<file path="config.mk">
export PLATFORM = sky130hd
export DESIGN_NAME = ps2_rx_decoder
export DESIGN_NICKNAME = d
export VERILOG_FILES = /design/src/rtl/ps2_rx_decoder.sv
export SDC_FILE = /design/constraint.sdc
export NUM_CORES = 1
export LEC_CHECK = 0
export ABC_CLOCK_PERIOD_IN_PS = 2400
export CORE_MARGIN = 3
export CORE_UTILIZATION = 45
export DETAILED_ROUTE_END_ITERATION = 16
export GPL_ROUTABILITY_DRIVEN = 1
export GPL_TIMING_DRIVEN = 0
export PLACE_DENSITY = 0.63
export RECOVER_POWER = 25
export SETUP_SLACK_MARGIN = 0.2
export SKIP_LAST_GASP = 1
export SLEW_MARGIN = 40
export SYNTH_ARGS = -nofsm -noshare
export SYNTH_HDL_FRONTEND = slang
export SYNTH_SLANG_ARGS = --single-unit
</file>
<file path="constraint.sdc">
create_clock -name CLOCK_50 -period 2.4 [get_ports CLOCK_50]
set_input_delay 0.24 -clock CLOCK_50 [delete_from_list [all_inputs] [get_ports CLOCK_50]]
set_output_delay 0.24 -clock CLOCK_50 [all_outputs]
set_load 0.005 [all_outputs]
</file>
<file path="src/rtl/ps2_rx_decoder.sv">
`default_nettype none
// ============================================================================
// Module   : ps2_rx_decoder
// Brief    : PS/2 device-to-host deframer with E0/F0 prefix folding into key
//            events. Optional clock glitch filter: define PS2_RX_FILTER_EN.
// Revision : 1.0 - initial release
// ============================================================================
module ps2_rx_decoder #(
  parameter int TIMEOUT_CYCLES = 50000,
  parameter int FILTER_LEN     = 8
) (
  input  logic       CLOCK_50,
  input  logic       reset,
  input  logic       ps2_clk,
  input  logic       ps2_dat,
  output logic [7:0] byte_data,
  output logic       byte_valid,
  output logic [7:0] key_code,
  output logic       key_valid,
  output logic       key_release,
  output logic       key_extended,
  output logic       parity_err,
  output logic       frame_err,
  output logic       busy
);

  localparam int c_TW = $clog2(TIMEOUT_CYCLES + 1);
  localparam logic [c_TW-1:0] c_TO_PRE = c_TW'(TIMEOUT_CYCLES - 2);
  localparam logic [c_TW-1:0] c_TO_MAX = c_TW'(TIMEOUT_CYCLES - 1);

  typedef enum logic [1:0] {
    IDLE   = 2'd0,
    DATA   = 2'd1,
    PARITY = 2'd2,
    STOP   = 2'd3
  } state_t;

  logic [1:0]      r_clk_sync;
  logic [1:0]      r_dat_sync;
  logic            w_clk_s;
  logic            w_dat_s;
  logic            w_clk_lvl;
  logic            r_prev_clk;
  logic            w_fall;
  state_t          r_state;
  state_t          w_state_nxt;
  logic [2:0]      r_bit_cnt;
  logic [7:0]      r_shift;
  logic            r_parity;
  logic [c_TW-1:0] r_to_cnt;
  logic            w_timeout;
  logic            w_shift_en;
  logic            w_par_en;
  logic            w_done;
  logic            r_accept;
  logic            r_par_bad;
  logic            r_stop_bad;
  logic            r_ext_pend;
  logic            r_brk_pend;

  always_ff @(posedge CLOCK_50) begin
    if (reset) begin
      r_clk_sync <= '0;
      r_dat_sync <= '0;
    end else begin
      r_clk_sync <= {r_clk_sync[0], ps2_clk};
      r_dat_sync <= {r_dat_sync[0], ps2_dat};
    end
  end

  assign w_clk_s = r_clk_sync[1];
  assign w_dat_s = r_dat_sync[1];

`ifdef PS2_RX_FILTER_EN
  localparam int c_FW = (FILTER_LEN > 1) ? $clog2(FILTER_LEN) : 1;

  logic [c_FW-1:0] r_flt_cnt;
  logic            r_flt_lvl;

  // Level flips only after FILTER_LEN consecutive samples disagree with it.
  always_ff @(posedge CLOCK_50) begin
    if (reset) begin
      r_flt_cnt <= '0;
      r_flt_lvl <= 1'b0;
    end else if (w_clk_s == r_flt_lvl) begin
      r_flt_cnt <= '0;
    end else if (r_flt_cnt == c_FW'(FILTER_LEN - 1)) begin
      r_flt_cnt <= '0;
      r_flt_lvl <= w_clk_s;
    end else begin
      r_flt_cnt <= r_flt_cnt + c_FW'(1);
    end
  end

  assign w_clk_lvl = r_flt_lvl;
`else
  assign w_clk_lvl = w_clk_s;
`endif

  always_ff @(posedge CLOCK_50) begin
    if (reset) r_prev_clk <= 1'b0;
    else       r_prev_clk <= w_clk_lvl;
  end

  assign w_fall    = r_prev_clk & ~w_clk_lvl;
  assign w_timeout = (r_state != IDLE) && (r_to_cnt == c_TO_PRE);
  assign busy      = (r_state != IDLE);

  always_ff @(posedge CLOCK_50) begin
    if (reset) r_state <= IDLE;
    else       r_state <= w_state_nxt;
  end

  // Timeout wins over a coincident falling edge.
  always_comb begin
    w_state_nxt = r_state;
    w_shift_en  = 1'b0;
    w_par_en    = 1'b0;
    w_done      = 1'b0;
    if (w_timeout) begin
      w_state_nxt = IDLE;
    end else begin
      case (r_state)
        IDLE: begin
          if (w_fall && !w_dat_s) w_state_nxt = DATA;
        end
        DATA: begin
          if (w_fall) begin
            w_shift_en = 1'b1;
            if (r_bit_cnt == 3'd7) w_state_nxt = PARITY;
          end
        end
        PARITY: begin
          if (w_fall) begin
            w_par_en    = 1'b1;
            w_state_nxt = STOP;
          end
        end
        STOP: begin
          if (w_fall) begin
            w_done      = 1'b1;
            w_state_nxt = IDLE;
          end
        end
        default: w_state_nxt = IDLE;
      endcase
    end
  end

  always_ff @(posedge CLOCK_50) begin
    if (reset) begin
      r_bit_cnt  <= '0;
      r_shift    <= '0;
      r_parity   <= 1'b0;
      r_to_cnt   <= '0;
      r_accept   <= 1'b0;
      r_par_bad  <= 1'b0;
      r_stop_bad <= 1'b0;
    end else begin
      if (r_state == IDLE)  r_bit_cnt <= '0;
      else if (w_shift_en)  r_bit_cnt <= r_bit_cnt + 3'd1;
      if (w_shift_en)       r_shift[r_bit_cnt] <= w_dat_s;
      if (w_par_en)         r_parity <= w_dat_s;
      if ((r_state == IDLE) || w_fall) r_to_cnt <= '0;
      else if (r_to_cnt != c_TO_MAX)   r_to_cnt <= r_to_cnt + c_TW'(1);
      r_accept   <= w_done &  w_dat_s &  (^{r_shift, r_parity});
      r_par_bad  <= w_done &  w_dat_s & ~(^{r_shift, r_parity});
      r_stop_bad <= w_done & ~w_dat_s;
    end
  end

  // Output stage: the extra register sets the 3-cycle stop-to-valid latency.
  always_ff @(posedge CLOCK_50) begin
    if (reset) begin
      byte_data    <= '0;
      byte_valid   <= 1'b0;
      key_code     <= '0;
      key_valid    <= 1'b0;
      key_release  <= 1'b0;
      key_extended <= 1'b0;
      parity_err   <= 1'b0;
      frame_err    <= 1'b0;
      r_ext_pend   <= 1'b0;
      r_brk_pend   <= 1'b0;
    end else begin
      byte_valid <= r_accept;
      key_valid  <= 1'b0;
      parity_err <= r_par_bad;
      frame_err  <= r_stop_bad | w_timeout;
      if (r_stop_bad || r_par_bad || w_timeout) begin
        r_ext_pend <= 1'b0;
        r_brk_pend <= 1'b0;
      end
      if (r_accept) begin
        byte_data <= r_shift;
        if (r_shift == 8'hE0) begin
          r_ext_pend <= 1'b1;
        end else if (r_shift == 8'hF0) begin
          r_brk_pend <= 1'b1;
        end else begin
          key_code     <= r_shift;
          key_extended <= r_ext_pend;
          key_release  <= r_brk_pend;
          key_valid    <= 1'b1;
          r_ext_pend   <= 1'b0;
          r_brk_pend   <= 1'b0;
        end
      end
    end
  end

endmodule
`default_nettype wire

</file>
==> summary.md, run 1 <==
### Setup path
* 2.16 ns — Critical Path RT
* buffers and inverters — Top Family by Delay on Critical Path
* flop to output pin — path type of the worst setup path
* 0.50 ns — peak per-stage delay on the critical path
* 3 — crit path buf inv count
* 7 — Reg2Reg Depth
* flop — nature of the critical path startpoint
* 6 — critical path fanouts, max
* 4 — number of cells on the critical path
* sky130_fd_sc_hd__clkdlybuf4s50_1 — Max stage delay cell, worst path
* inv_1, ha_1, inv_1, clkdlybuf4s50_1 — CP Cell Sequence
* sky130_fd_sc_hd__inv_1 — cell seen most often among critical-path stages
* 1.69 ns — endpoint arrival time on the critical path
* output pin — nature of the critical path endpoint

### STA
* 0 — pins over their slew limit
* 1.93 ns — shortest period the worst path allows
* false — setup repair after global routing missed its margin
* 0 — final setup violation count
* 0.571 ns — transition time of the tightest slew-check pin
* 518 MHz — fmax
* 0.0102 ns — clock tree skew after final layout
* 0 ns — Setup TNS Final
* 0.471 ns — minimum setup slack in the final design
* 80.4% — final cycle utilization of the critical path
* 0.437 ns — final hold slack
* 0 — Hold Fails Final Rpt
* 61.9% — normalized max-slew margin

### Cells and area
* 324 — Net count, final
* 57.8% — final core area utilization
* 3260 um2 — summed area of non-filler cells in the final layout
* 8.20% — layout cell share with drive strength beyond 1
* 21.5% — area overhead of the layout relative to synthesis
* 0 — antenna diode instance count

### Synthesis
* 62 — number of storage elements in the synthesis netlist
* sky130_fd_sc_hd__dfxtp_1 — library cell occupying the most area in the post-synthesis netlist
* 0 — Synth Warn #
* 26.2% — area share of and/or/nand/nor cells after synthesis
* simple AND/OR/NAND/NOR gates — dominant combinational cell family by area after synthesis
* 9.75 um2 — syn avg cell area
* 2680 um2 — Post-Syn Area
* 0% — asr flop ratio synth
* 0 — number of synthesized flops with an enable pin
* sky130_fd_sc_hd__dfxtp_1 — Post-synth top flop
* 45 — unique cell type count in the Yosys netlist
* 9.00% — share of cell area taken by muxes after synthesis
* 5.74% — parity-gate share of the synthesized area counting xor and xnor cells
* 6.20% — compound-gate portion of the synthesized area
* sky130_fd_sc_hd__dfxtp_1 — cell with the most instances after synthesis
* 3.73% — arithmetic-cell share of the synthesized area counting full adders, half adders and majority gates
* sky130_fd_sc_hd__dfxtp_1 46%, sky130_fd_sc_hd__mux2i_1 8.6%, sky130_fd_sc_hd__nand2b_1 4.2% — dominant cells by area after synthesis
* 62 x sky130_fd_sc_hd__dfxtp_1, 27 x sky130_fd_sc_hd__nor2_1, 23 x sky130_fd_sc_hd__mux2i_1, 20 x sky130_fd_sc_hd__nand2_1, 18 x sky130_fd_sc_hd__nand2b_1 — cell types with the highest counts after synthesis
* 287 — Synth Net Count
* 46.3% — post-synth top area share
* 275 — cell count after synthesis
* 46.3% — share of synthesized area occupied by flip-flops and latches

### Status
* finished clean — run status

### Route
* 0 — post-detailed-route count of antenna-violating nets
* 5.29 mm — wire length after detailed routing
* 2,025 — vias post-DR
* 2.16 mm — DR WL met2
* 141 — number of DRC markers in iteration 0
* 5.21 — post-DR vias/cell
* met4 — top sig layer
* 208 um — wire length on met3
* 2.78 mm — routed metal-1 wire length
* 13.6 um — DR WL/cell
* 4 — drt pass-1 iters
* 0 — post-route DRC violation count

### Clock tree
* 0.34 ns — worst-skew pair later-pin latency
* 0.07 ns — clock-pin transition on the worst setup and hold timing paths
* 62 — count of clock tree sinks
* sky130_fd_sc_hd__clkbuf_8 — library cell used as clock root buffer
* 2 — buffer levels on the longest clock path
* built — clock tree from TritonCTS
* 3 — CTS H-Tree Depth
* 0 — buffer count from post-CTS setup fixing
* 9 — clock buffer count from CTS
* 0 — hold bufs inserted after CTS

### Place
* 26 — number of port buffers
* 3030 um2 — Placed Area
* 0.780 — final RePlAce weighted congestion
* 0.276 ns — setup slack at placement
* 3.77 mm — HPWL Detailed

### Global route
* 0 — antenna violations before repair
* 9.36 mm — wire length of the first global-routing pass
* 17.1% — overall routing resource usage
* 0 — global route total overflow
* 12 — maximum number of pins on one net before global-route repair
* 1,960 — via count of the first global-routing pass

### Job
* 0 — max-cap viol count

### Pwr
* 0.374 mV — Max VDD drop
* 1.33 nW — reported leakage power
* 706 nW/um2 — power per cell area

### Floorplanning
* 6920 um2 — floorplan die area
* 83.2 um — Horiz. Die Dim
* 47.5% — initial standard-cell utilization of the core
* 27 — Placement Rows
* 83.2 um — overall die height
* 5640 um2 — CORE AREA
* 27 — io pins

### Hold path
* 1 — worst hold path depth
* flop to flop — type of the most critical hold path

==> routing by layer <==
layer,vias up,GRT usage (%)
met5,-,0
met4,0,10.3
met3,14,3.87
met2,41,24.6
met1,942,23.0
li1,1028,-
==> power breakdown <==
part	internal, mW	leakage [nW]	switching, mW
sequential	1.05	0.500	0.0181
combinational	0.0925	0.719	0.130
clock	0.609	0.108	0.406
==> logic make-up after synthesis <==
group | count (synthesis)
and+or+nand+nor | 122
xor gates and xnor gates | 16
adders and majority gates | 8
DFF | 62
muxes | 24
AOI/OAI and AO/OA | 25
buffers and inverters | 18
==> cells in the final DEF, fill, tap and decap left out, drive strengths merged, types with 5 or more instances in the layout <==
cell type / n
nand2: 20
buf: 6
xnor2: 5
nor2b: 10
xor2: 10
mux2i: 23
clkdlybuf4s50: 12
nand4: 12
clkbuf: 14
inv: 8
dfxtp: 62
ha: 8
dlygate4sd3: 14
nand3: 9
a21oi: 10
and3: 5
nand2b: 18
nor2: 28
==> cell type report <==
type                    instances  area, um2
clock buffers                  10        138
well taps                      72       90.1
repair buffers                 26        260
multi-input cells             195       1370
inverters                       8       30.0
plain buffers                  10       46.3
fillers                       522       2380
flip-flops and latches         62       1240
clock inverters                 6       85.1
==> through the flow <==
step,cells,power [mW]
3_3_place_gp,373,1.30
4_1_cts,389,2.33
6_report,389,2.30
3_5_place_dp,373,1.31
2_1_floorplan,275,1.24
5_1_grt,389,2.42
==> what timing repair did <==
action | 4_1_cts | 5_1_grt
setup endpoints to repair | 0 | 1
gates resized for setup | 0 | 1
endpoints found under the hold margin | 0 | 0
==> registers in the layout, indices dropped and copies added, names as in the netlist, 2 cells and up <==
name        cells
key_code        8
r_to_cnt       16
r_dat_sync      2
r_bit_cnt       3
r_shift         8
byte_data       8
r_state         2
r_clk_sync      2
==> worst paths after layout <==
kind	start	to	slack [ns]
min	r_dat_sync[0]	r_dat_sync[1]	0.44
max reg2reg	r_state[0]	r_shift[6]	0.48
min reg2reg	r_dat_sync[0]	r_dat_sync[1]	0.44
max	r_state[0]	busy	0.47
Power figures use the tool's default switching activity.
==> run 2: changes to the inputs <==
Settings changed: ABC_CLOCK_PERIOD_IN_PS 2400 to 1800.
Clock period 2.4 ns to 1.8 ns, I/O delays scaled along.
==> summary.md, run 2 (synthesized netlist as in run 1, its figures left out) <==
### Status
* finished clean — run status

### Cells and area
* 28.1% — area overhead of the layout relative to synthesis
* 52 x sky130_fd_sc_hd__dfxtp_1, 27 x sky130_fd_sc_hd__nor2_1, 22 x sky130_fd_sc_hd__mux2i_1 — most frequent cells in the layout
* 0 — antenna diode instance count
* 16 — number of flip-flops in the largest register
* 19.0% — layout cell share with drive strength beyond 1
* sky130_fd_sc_hd__dfxtp_1 — most common cell after layout, fill and taps aside
* 399 — fin cells
* 3440 um2 — summed area of non-filler cells in the final layout
* r_to_cnt — register with the highest flop count
* 335 — Net count, final

### Setup path
* flop — nature of the critical path endpoint
* sky130_fd_sc_hd__dfxtp_4 — Max stage delay cell, worst path
* 1.92 ns — endpoint arrival time on the critical path
* 2.07 ns — Critical Path RT
* flop to flop — path type of the worst setup path
* 10 — critical path fanouts, max
* simple AND/OR/NAND/NOR gates — Top Family by Delay on Critical Path
* 2 — crit path buf inv count
* flop — nature of the critical path startpoint
* 0.39 ns — peak per-stage delay on the critical path
* inv_4, ha_4, and4b_1, nand4_1, buf_6, nand4_1, mux2i_1 — CP Cell Sequence
* sky130_fd_sc_hd__nand4_1 — cell seen most often among critical-path stages

### STA
* 0 — Hold Fails Final Rpt
* 607 MHz — fmax
* 91.5% — final cycle utilization of the critical path
* 0.00774 ns — clock tree skew after final layout
* 0 — pins over their slew limit
* 1.65 ns — shortest period the worst path allows
* true — setup repair after global routing missed its margin
* 64.5% — normalized max-slew margin
* 0.153 ns — minimum setup slack in the final design
* 0 — final setup violation count
* 0.533 ns — transition time of the tightest slew-check pin

### Clock tree
* built — clock tree from TritonCTS
* 0 — hold bufs inserted after CTS
* 2 — buffer levels on the longest clock path
* 0.07 ns — clock-pin transition on the worst setup and hold timing paths
* sky130_fd_sc_hd__clkbuf_8 — library cell used as clock root buffer
* 0.34 ns — worst-skew pair later-pin latency
* 3 — CTS H-Tree Depth
* 62 — count of clock tree sinks
* 9 — clock buffer count from CTS

### Global route
* 11 — maximum number of pins on one net before global-route repair
* 0 — global route total overflow
* 9.43 mm — wire length of the first global-routing pass
* 16.9% — overall routing resource usage
* 0 — antenna violations before repair
* 1,916 — via count of the first global-routing pass

### Route
* 0 — post-route DRC violation count
* 2,058 — vias post-DR
* 14.0 um — DR WL/cell
* 0 — post-detailed-route count of antenna-violating nets
* 4 — drt pass-1 iters
* 121 — number of DRC markers in iteration 0
* 5.57 mm — wire length after detailed routing
* 5.16 — post-DR vias/cell

### Pwr
* 2.36 mW — internal power consumption
* 0.803 mW — Psw
* 25.4% — net switching fraction of the power
* 0.491 mV — Max VDD drop
* 40.5% — clock share of power
* 14.1% — part of the total power dissipated in combinational logic
* 45.4% — share of power burned in registers
* 1.38 nW — reported leakage power
* 921 nW/um2 — power per cell area

### Place
* 0.794 — final RePlAce weighted congestion
* -0.215 ns — setup slack at placement
* 3070 um2 — Placed Area
* 373 — DP Cell Count
* 3.87 mm — HPWL Detailed
* 26 — number of port buffers

### Floorplanning
* 27 — Placement Rows
* 5640 um2 — CORE AREA
* 83.2 um — overall die height
* 47.5% — initial standard-cell utilization of the core
* 27 — io pins
* 6920 um2 — floorplan die area
* 83.2 um — Horiz. Die Dim

### Job
* 0 — max-cap viol count

### Hold path
* input port to flop — type of the most critical hold path

run 2: cell count changes in the layout (fill, tap and decap cells not counted), sizes merged:
cell / change
clkdlybuf4s15: +1
buf: +11
bufinv: -1
clkinvlp: -1
clkinv: -1
dlygate4sd3: -1
clkbuf: +2
run 2: path summary, 6_finish.rpt:
path,startpoint,endpoint,slack [ns],cells past startpoint
setup / recovery,r_state[1],r_shift[6],0.15,7
hold / removal,ps2_dat,r_dat_sync[0],0.39,2
setup reg to reg,r_state[1],r_shift[6],0.15,7
hold reg to reg,r_dat_sync[0],r_dat_sync[1],0.44,1
run 2: metrics by stage:
step                      util [%]  setup TNS (ns)  total power [mW]  hold slack, ns
final                         60.9               0              3.17           0.390
after global routing          60.9               0              3.30           0.391
after CTS                     60.1               0              3.16           0.383
after detailed placement      54.3           -5.23              1.78           0.428
after global placement        54.3           -4.22              1.77           0.419
after floorplan                  -               0              1.68           0.264
run 2: layer usage:
layer / global-route usage [%] / part of all wire [%]
met1: 23.2 / 51
met2: 25.1 / 44
met3: 5.36 / 4.0
met4: 5.79 / 1.3
met5: 0 / 0
run 2: area by class of cell:
cell class | count | area [um2]
fillers | 502 | 2200
multi-input cells | 195 | 1450
flip-flops and latches | 62 | 1260
repair buffers | 37 | 343
clock buffers | 12 | 165
well taps | 72 | 90.1
plain buffers | 10 | 50.0
clock inverters | 3 | 42.5
inverters | 8 | 35.0
run 2: worst register-to-register path: stages (launching register included):
cell                      delay (ns)
sky130_fd_sc_hd__dfxtp_4        0.39
sky130_fd_sc_hd__inv_4          0.05
sky130_fd_sc_hd__ha_4           0.16
sky130_fd_sc_hd__and4b_1        0.28
sky130_fd_sc_hd__nand4_1        0.19
sky130_fd_sc_hd__buf_6          0.21
sky130_fd_sc_hd__nand4_1        0.13
sky130_fd_sc_hd__mux2i_1        0.18
run 2: power groups by stage:
stage	clock network (mW)	registers, mW	logic (mW)
after floorplan	0	1.45	0.228
after global placement	0	1.46	0.314
after detailed placement	0	1.46	0.319
after CTS	1.31	1.44	0.413
after global routing	1.37	1.44	0.491
final	1.28	1.44	0.448
run 2: repair_timing:
item	CTS	global route
resized for setup	19	14
endpoints found under the setup margin	50	50
setup buffers	9	2
pin swaps	7	5
hold endpoints to repair	0	0
